[config.mk]
export PLATFORM = sky130hd
export DESIGN_NAME = lsq_issue_flat
export DESIGN_NICKNAME = d
export VERILOG_FILES = /design/src/rtl/lsq_pkg.sv /design/src/rtl/lsq_issue_if.sv /design/src/rtl/lsq_fwd_match.sv /design/src/rtl/lsq_issue.sv /design/src/flat_wrapper.sv
export SDC_FILE = /design/constraint.sdc
export NUM_CORES = 2
export LEC_CHECK = 0
export CAP_MARGIN = 20
export CORE_MARGIN = 2
export CORE_UTILIZATION = 50
export DETAILED_ROUTE_END_ITERATION = 10
export MAX_ROUTING_LAYER = met4
export PLACE_DENSITY = 0.75
export SYNTH_ARGS = -nofsm -noshare
export SYNTH_HDL_FRONTEND = slang
export SYNTH_SLANG_ARGS = --single-unit
[constraint.sdc]
create_clock -name clk -period 18.6 [get_ports clk]
set_input_delay 3.72 -clock clk [delete_from_list [all_inputs] [get_ports clk]]
set_output_delay 3.72 -clock clk [all_outputs]
set_load 0.05 [all_outputs]
[src/rtl/lsq_pkg.sv]
// Shared op encodings, queue entry layout and small decode helpers for the
// load/store issue queue.
package lsq_pkg;

    typedef enum logic [3:0] {
        OP_LB = 4'd7,
        OP_LW = 4'd8,
        OP_SB = 4'd9,
        OP_SW = 4'd10
    } op_e;

    typedef struct packed {
        logic [31:0] pc;
        logic [31:0] addr;
        logic [5:0]  rtag;
        logic [3:0]  optype;
        logic [31:0] data;
    } entry_t;

    function automatic logic is_load(input logic [3:0] op);
        return (op == OP_LB) || (op == OP_LW);
    endfunction

    function automatic logic is_store(input logic [3:0] op);
        return (op == OP_SB) || (op == OP_SW);
    endfunction

    function automatic logic is_legal(input logic [3:0] op);
        return is_load(op) || is_store(op);
    endfunction

    // Shapes a forwarded store word into the load result: full word for LW,
    // zero-extended byte lane for LB.
    function automatic logic [31:0] load_extract(input logic [31:0] word,
                                                 input logic [1:0]  sel,
                                                 input logic        is_byte);
        logic [7:0] b;
        case (sel)
            2'd0:    b = word[7:0];
            2'd1:    b = word[15:8];
            2'd2:    b = word[23:16];
            default: b = word[31:24];
        endcase
        return is_byte ? {24'd0, b} : word;
    endfunction

endpackage

[src/rtl/lsq_issue_if.sv]
// Upstream micro-op port, cache issue port and forward result bundled as one
// interface; master is the surrounding pipeline, slave is the queue.
interface lsq_issue_if #(
    parameter int PTR_W = 3
);
    logic             flush;
    logic             in_valid;
    logic             in_ready;
    logic [31:0]      in_pc;
    logic [31:0]      in_addr;
    logic [5:0]       in_reg;
    logic [3:0]       in_optype;
    logic [31:0]      in_data;
    logic             cache_busy;

    logic [31:0]      inst_pc;
    logic [31:0]      address_in;
    logic [5:0]       reg_in;
    logic [3:0]       optype;
    logic [31:0]      dataSw;
    logic             read_en;
    logic             write_en;

    logic             fwd_valid;
    logic [5:0]       fwd_reg;
    logic [31:0]      fwd_data;
    logic [PTR_W:0]   count;

    modport master (
        output flush, in_valid, in_pc, in_addr, in_reg, in_optype, in_data,
               cache_busy,
        input  in_ready, inst_pc, address_in, reg_in, optype, dataSw,
               read_en, write_en, fwd_valid, fwd_reg, fwd_data, count
    );

    modport slave (
        input  flush, in_valid, in_pc, in_addr, in_reg, in_optype, in_data,
               cache_busy,
        output in_ready, inst_pc, address_in, reg_in, optype, dataSw,
               read_en, write_en, fwd_valid, fwd_reg, fwd_data, count
    );
endinterface

[src/rtl/lsq_fwd_match.sv]
// Priority search of the queue for the youngest same-word store feeding an
// incoming load; a younger SB to that word cancels the SW hit.
module lsq_fwd_match
    import lsq_pkg::*;
#(
    parameter int DEPTH = 8,
    parameter int PTR_W = 3
) (
    input  logic [PTR_W-1:0]       head,
    input  logic [DEPTH-1:0]       ent_valid,
    input  logic [DEPTH-1:0][29:0] ent_word,
    input  logic [DEPTH-1:0][3:0]  ent_op,
    input  logic [DEPTH-1:0][31:0] ent_data,
    input  logic [29:0]            ld_word,
    input  logic [1:0]             ld_byte,
    input  logic                   ld_is_byte,
    output logic                   hit,
    output logic [PTR_W-1:0]       idx,
    output logic [31:0]            data
);

    // Walk oldest to youngest from head so the last store seen is the youngest.
    always_comb begin
        logic [PTR_W-1:0] pos;
        // NOTE: every output gets a default before the loop so no latch is inferred.
        hit = 1'b0;
        idx = '0;
        pos = '0;
        for (int k = 0; k < DEPTH; k++) begin
            pos = head + PTR_W'(k);
            if (ent_valid[pos] && (ent_word[pos] == ld_word)) begin
                if (ent_op[pos] == OP_SW) begin
                    hit = 1'b1;
                    idx = pos;
                end else if (ent_op[pos] == OP_SB) begin
                    hit = 1'b0;
                end
            end
        end
    end

    assign data = load_extract(ent_data[idx], ld_byte, ld_is_byte);

endmodule

[src/rtl/lsq_issue.sv]
// In-order load/store queue in front of the data cache: buffers micro-ops,
// issues one per cycle, and completes loads from older queued SWs.
module lsq_issue
    import lsq_pkg::*;
#(
    parameter int DEPTH = 8,
    parameter int PTR_W = 3
) (
    input  logic        clk,
    input  logic        rst,
    lsq_issue_if.slave  bus
);

    localparam logic [PTR_W:0]   FULL    = (PTR_W+1)'(DEPTH);
    localparam logic [PTR_W:0]   CNT_ONE = (PTR_W+1)'(1);
    localparam logic [PTR_W-1:0] PTR_ONE = PTR_W'(1);

    entry_t                 mem [DEPTH];
    logic [DEPTH-1:0]       valid_q;
    logic [PTR_W-1:0]       head_q;
    logic [PTR_W-1:0]       tail_q;
    logic [PTR_W:0]         count_q;

    entry_t                 iss_q;
    logic                   read_en_q;
    logic                   write_en_q;
    logic                   fwd_valid_q;
    logic [5:0]             fwd_reg_q;
    logic [31:0]            fwd_data_q;

    entry_t                 in_ent;
    logic                   in_ready;
    logic                   accept;
    logic                   enq;
    logic                   deq;
    logic                   fwd_hit;
    logic                   fwd_take;
    logic [PTR_W-1:0]       fwd_idx;
    logic [31:0]            fwd_word;
    logic [DEPTH-1:0][29:0] ent_word;
    logic [DEPTH-1:0][3:0]  ent_op;
    logic [DEPTH-1:0][31:0] ent_data;

    assign in_ent = '{pc:     bus.in_pc,
                      addr:   bus.in_addr,
                      rtag:   bus.in_reg,
                      optype: bus.in_optype,
                      data:   bus.in_data};

    // Full/empty comes from count; head == tail is ambiguous on its own.
    assign in_ready = (count_q != FULL);
    assign accept   = bus.in_valid & in_ready & is_legal(bus.in_optype) & ~bus.flush;
    assign fwd_take = accept & is_load(bus.in_optype) & fwd_hit;
    assign enq      = accept & ~fwd_take;
    assign deq      = (count_q != '0) & ~bus.cache_busy & ~bus.flush;

    always_comb begin
        for (int i = 0; i < DEPTH; i++) begin
            ent_word[i] = mem[i].addr[31:2];
            ent_op[i]   = mem[i].optype;
            ent_data[i] = mem[i].data;
        end
    end

    lsq_fwd_match #(
        .DEPTH (DEPTH),
        .PTR_W (PTR_W)
    ) u_fwd_match (
        .head       (head_q),
        .ent_valid  (valid_q),
        .ent_word   (ent_word),
        .ent_op     (ent_op),
        .ent_data   (ent_data),
        .ld_word    (bus.in_addr[31:2]),
        .ld_byte    (bus.in_addr[1:0]),
        .ld_is_byte (bus.in_optype == OP_LB),
        .hit        (fwd_hit),
        .idx        (fwd_idx),
        .data       (fwd_word)
    );

    // NOTE: the entry storage has no reset; valid_q and count_q alone decide
    // which slots are live, so stale contents are never observed.
    always_ff @(posedge clk) begin
        if (enq) begin
            mem[tail_q] <= in_ent;
        end
    end

    // NOTE: all state uses non-blocking assignment so every term above sees
    // pre-edge values regardless of statement order.
    always_ff @(posedge clk or posedge rst) begin
        if (rst) begin
            head_q      <= '0;
            tail_q      <= '0;
            count_q     <= '0;
            valid_q     <= '0;
            iss_q       <= '0;
            read_en_q   <= 1'b0;
            write_en_q  <= 1'b0;
            fwd_valid_q <= 1'b0;
            fwd_reg_q   <= '0;
            fwd_data_q  <= '0;
        end else if (bus.flush) begin
            head_q      <= '0;
            tail_q      <= '0;
            count_q     <= '0;
            valid_q     <= '0;
            read_en_q   <= 1'b0;
            write_en_q  <= 1'b0;
            fwd_valid_q <= 1'b0;
        end else begin
            if (enq) begin
                valid_q[tail_q] <= 1'b1;
                tail_q          <= tail_q + PTR_ONE;
            end

            if (deq) begin
                valid_q[head_q] <= 1'b0;
                head_q          <= head_q + PTR_ONE;
                iss_q           <= mem[head_q];
                read_en_q       <= is_load(mem[head_q].optype);
                write_en_q      <= is_store(mem[head_q].optype);
            end else begin
                read_en_q  <= 1'b0;
                write_en_q <= 1'b0;
            end

            unique case ({enq, deq})
                2'b10:   count_q <= count_q + CNT_ONE;
                2'b01:   count_q <= count_q - CNT_ONE;
                default: ;
            endcase

            fwd_valid_q <= fwd_take;
            if (fwd_take) begin
                fwd_reg_q  <= bus.in_reg;
                fwd_data_q <= fwd_word;
            end
        end
    end

    assign bus.in_ready   = in_ready;
    assign bus.inst_pc    = iss_q.pc;
    assign bus.address_in = iss_q.addr;
    assign bus.reg_in     = iss_q.rtag;
    assign bus.optype     = iss_q.optype;
    assign bus.dataSw     = iss_q.data;
    assign bus.read_en    = read_en_q;
    assign bus.write_en   = write_en_q;
    assign bus.fwd_valid  = fwd_valid_q;
    assign bus.fwd_reg    = fwd_reg_q;
    assign bus.fwd_data   = fwd_data_q;
    assign bus.count      = count_q;

    // A forward may only come from a live SW slot.
    a_fwd_from_sw: assert property (@(posedge clk) disable iff (rst)
        fwd_take |-> (valid_q[fwd_idx] && (mem[fwd_idx].optype == OP_SW)));

endmodule

[src/flat_wrapper.sv]
// flat-port wrapper written by rule: the top's interface ports become plain ports
module lsq_issue_flat import lsq_pkg::*;
#(
    parameter int DEPTH = 8,
    parameter int PTR_W = 3
)
  (clk, rst, bus_flush, bus_in_valid, bus_in_pc, bus_in_addr, bus_in_reg, bus_in_optype, bus_in_data, bus_cache_busy, bus_in_ready, bus_inst_pc, bus_address_in, bus_reg_in, bus_optype, bus_dataSw, bus_read_en, bus_write_en, bus_fwd_valid, bus_fwd_reg, bus_fwd_data, bus_count);
  lsq_issue_if #(.PTR_W(PTR_W)) bus_i ();
  input  logic clk;
  input  logic rst;
  input wire logic [$bits(bus_i.flush)-1:0] bus_flush;
  input wire logic [$bits(bus_i.in_valid)-1:0] bus_in_valid;
  input wire logic [$bits(bus_i.in_pc)-1:0] bus_in_pc;
  input wire logic [$bits(bus_i.in_addr)-1:0] bus_in_addr;
  input wire logic [$bits(bus_i.in_reg)-1:0] bus_in_reg;
  input wire logic [$bits(bus_i.in_optype)-1:0] bus_in_optype;
  input wire logic [$bits(bus_i.in_data)-1:0] bus_in_data;
  input wire logic [$bits(bus_i.cache_busy)-1:0] bus_cache_busy;
  output wire logic [$bits(bus_i.in_ready)-1:0] bus_in_ready;
  output wire logic [$bits(bus_i.inst_pc)-1:0] bus_inst_pc;
  output wire logic [$bits(bus_i.address_in)-1:0] bus_address_in;
  output wire logic [$bits(bus_i.reg_in)-1:0] bus_reg_in;
  output wire logic [$bits(bus_i.optype)-1:0] bus_optype;
  output wire logic [$bits(bus_i.dataSw)-1:0] bus_dataSw;
  output wire logic [$bits(bus_i.read_en)-1:0] bus_read_en;
  output wire logic [$bits(bus_i.write_en)-1:0] bus_write_en;
  output wire logic [$bits(bus_i.fwd_valid)-1:0] bus_fwd_valid;
  output wire logic [$bits(bus_i.fwd_reg)-1:0] bus_fwd_reg;
  output wire logic [$bits(bus_i.fwd_data)-1:0] bus_fwd_data;
  output wire logic [$bits(bus_i.count)-1:0] bus_count;
  assign bus_i.flush = bus_flush;
  assign bus_i.in_valid = bus_in_valid;
  assign bus_i.in_pc = bus_in_pc;
  assign bus_i.in_addr = bus_in_addr;
  assign bus_i.in_reg = bus_in_reg;
  assign bus_i.in_optype = bus_in_optype;
  assign bus_i.in_data = bus_in_data;
  assign bus_i.cache_busy = bus_cache_busy;
  assign bus_in_ready = bus_i.in_ready;
  assign bus_inst_pc = bus_i.inst_pc;
  assign bus_address_in = bus_i.address_in;
  assign bus_reg_in = bus_i.reg_in;
  assign bus_optype = bus_i.optype;
  assign bus_dataSw = bus_i.dataSw;
  assign bus_read_en = bus_i.read_en;
  assign bus_write_en = bus_i.write_en;
  assign bus_fwd_valid = bus_i.fwd_valid;
  assign bus_fwd_reg = bus_i.fwd_reg;
  assign bus_fwd_data = bus_i.fwd_data;
  assign bus_count = bus_i.count;
  lsq_issue #(.DEPTH(DEPTH), .PTR_W(PTR_W)) u_core (.clk(clk), .rst(rst), .bus(bus_i));
endmodule
==> out/results.tsv <==
stage	metric	value	unit
run_status	status	finished clean	
route	first_pass_iters	8	
synth	seq_area_frac_synth	50.7	%
sta	maxSlewViolCount	0	
critical_path	crit_family	buffers and inverters	
cells_and_area	largest_reg_flops	848	
synth	ys_async_sr_fraction	16.3	%
critical_path	critPathMaxStageDelay	1.04	ns
clocking	htree_levels	3	
place	gp_congestion	1.09	
synth	synth-warning-count	0	
critical_path	crit_arrival	11.37	ns
power	peakVddDrop	0.000158	V
route	wl_per_cell	35.2	um
clocking	root_buffer	clkbuf_16	
clocking	clk_path_buf_depth	3	
die	die-area	119000	um2
sta	setup_slack	7.56	ns
global_route	gr-max-usage-layer	met2	
clocking	numClockSinks	1013	
critical_path	cp_cell_sequence	clkinv_1, buf_4, ha_4, buf_4, buf_4, or2_0, buf_4, nor2_1, or4_1, a21o_1, or4_1, nor4_1, nand2_1, o221ai_1, a22oi_1, a21oi_2, nand2b_1, nor3b_2, buf_4, buf_4	
cells_and_area	final_nets	4534	
critical_path	crit_type	reg2reg	
global_route	met2_usage	54.0	%
synth	avgSynthCellArea	13.7	um2
synth	ys_ff_latch	1013	
cells_and_area	synthToLayoutAreaGrowth	12.8	%
cells_and_area	final_core_util	56.8	%
global_route	grt_max_degree	129	
cells_and_area	regMostFlops	u_core.mem	
critical_path	r2r_setup_slack	7.56	ns
sta	fmax	0.0906	GHz
die	rows	125	
run	cap_violations	0	
hold_path	min_path_cells	2	
critical_path	critPathCaptureType	flop	
clocking	cts_tree	built	
die	core_area	116000	um2
sta	hold_viol_final	0	
sta	period_share	59.4	%
route	vias	42500	
synth	yosysMostFrequentCell	edfxtp_1	
power	p_leak	0.0213	uW
route	final_antenna_net_count	0	
clocking	clk_pin_slew	0.06	ns
sta	max_slew.worst_pin.slew	1.41	ns
global_route	grt_pass1_vias	40200	
route	drc_errors	0	
global_route	met1_usage	50.5	%
sta	layout_min_cycle_time	11.04	ns
synth	synth_edf_count	848	
synth	synthTopCellsByCount	edfxtp_1 (848), mux2i_1 (437), mux4_2 (414)	
clocking	clk_latency	0.74	ns
global_route	groute.usage.overall	36.4	%
synth	synth_fp_nets	4378	
clocking	holdBufCountCts	0	
die	start_util	50.3	%
critical_path	cp_max_fo	57	
global_route	grtUsageMet3	7.71	%
synth	syn_area	58300	um2
synth	syn-instance-count	4257	
global_route	antenna_found_initial	26	
critical_path	critPathMostFrequentCell	buf_4	
die	die_y	346	um
clocking	cts_resized	0	
place	portBuffers	262	
global_route	grt_pass1_wl	304000	um
route	wl	213000	um
critical_path	cp_data_required_time	18.93	ns
clocking	cts_setup_buffers	0	
critical_path	ff2ff_path_depth	20	
place	dp_slack	7.62	ns
place	dp_hpwl	148000	um
sta	tns	0	ns
cells_and_area	drive_gt1_share	19.7	%
sta	rsz0062_at_grt	no	
sta	clock_skew	0.0466	ns
critical_path	cp_num_buf_inv	7	
synth	synth_cell_types	105	
critical_path	cpMaxStageDelayCell	nor4_1	
power	power.density	130	nW/um2
global_route	grt_overflow	0	
critical_path	start_kind	flop	
route	first_iter_violations	6011	
synth	ys.flop_type	edfxtp_1	
sta	max_slew_margin	5.55	%
sta	setup_violations	0	
critical_path	cp_num_cells	20	
clocking	cts_buffers	105	
die	io_pins	263	
route	viasPerCell	7.02	
synth	netlist.area_leader.share	43.7	%
die	die_w	346	um
synth	synth_area_leaders	edfxtp_1 (44%), mux4_2 (16%), mux2i_1 (7.5%)	
hold_path	hp-class	reg2reg	
synth	synth_area_leader_cell	edfxtp_1	
==> where the power goes <==
part           total (uW)  internal [uW]  switching [uW]
clock network        2190           1250             938
registers            2720           2590             123
logic                3620           1250            2370
total                8530           5090            3430
==> routing by layer <==
layer,vias up,share of wire (%),wire length (um)
li1,17400,-,-
met1,22000,40,85300
met2,2816,46,97600
met3,364,11,22600
met4,0,3.5,7440
met5,-,0,0
==> metrics by stage <==
step	std cells	hold WS, ns	area (um2)	power (uW)
after CTS	6026	0.473	65700	8480
after global placement	5827	0.455	62000	6270
after detailed placement	5828	0.459	62100	6280
after global routing	6051	0.505	65800	8760
final	6055	0.473	65800	8530
after floorplan	4257	0.524	58300	5040
==> layout make-up <==
| cell class | instances | area (um2) |
|---|---|---|
| Inverter | 39 | 159 |
| Clock inverter | 67 | 785 |
| Sequential cell | 1013 | 29600 |
| Clock buffer | 131 | 2850 |
| Tap cell | 1524 | 1910 |
| Multi-Input combinational cell | 2890 | 27000 |
| Fill cell | 9035 | 50100 |
| Antenna cell | 27 | 67.6 |
| Timing Repair Buffer | 364 | 3420 |
==> cells by family after synthesis <==
logic type / count (synthesis) / synth area share (%)
AOI/OAI and AO/OA: 630 / 7.40
xor gates and xnor gates: 175 / 2.64
adders and majority gates: 10 / 0.227
buffers and inverters: 354 / 3.29
DFF: 1013 / 50.7
muxes: 995 / 26.3
and+or+nand+nor: 1080 / 9.44
==> tightest hold or removal path: stages, from the launching register on <==
cell	delay [ns]
dfrtp_1	0.35
nand2_1	0.05
nand2_1	0.05
==> placed cells by master (no fill, tap or decap), types with 27 or more instances in the layout <==
cell type	count
and2_1	33
mux2i_1	437
o21ai_0	89
nor3_1	68
buf_4	99
nor2b_1	36
dfrtp_1	162
a21oi_1	69
edfxtp_1	848
a22oi_1	41
nand4_1	72
xnor2_1	157
clkbuf_16	105
o22ai_1	77
nor4_1	38
mux4_2	414
a211oi_1	30
nor2_1	196
and3_1	30
nand2b_1	36
diode_2	27
nand2_1	349
inv_1	29
mux2_2	134
clkdlybuf4s50_1	262
a31oi_1	96
nand3_1	53
==> path summary, 6_finish.rpt <==
| path | startpoint | to |
|---|---|---|
| max in group asynchronous | rst | u_core.bus.fwd_data[1] |
| worst min register to register | u_core.bus.fwd_data[29] | u_core.bus.fwd_data[29] |
| worst max register to register | u_core.head_q[2] | u_core.mem[2][0] |
| min in group asynchronous | rst | u_core.bus.inst_pc[30] |
| worst min-delay path | u_core.bus.fwd_data[29] | u_core.bus.fwd_data[29] |
| worst max-delay path | u_core.head_q[2] | u_core.mem[2][0] |
(Power assumes the default switching activity.)
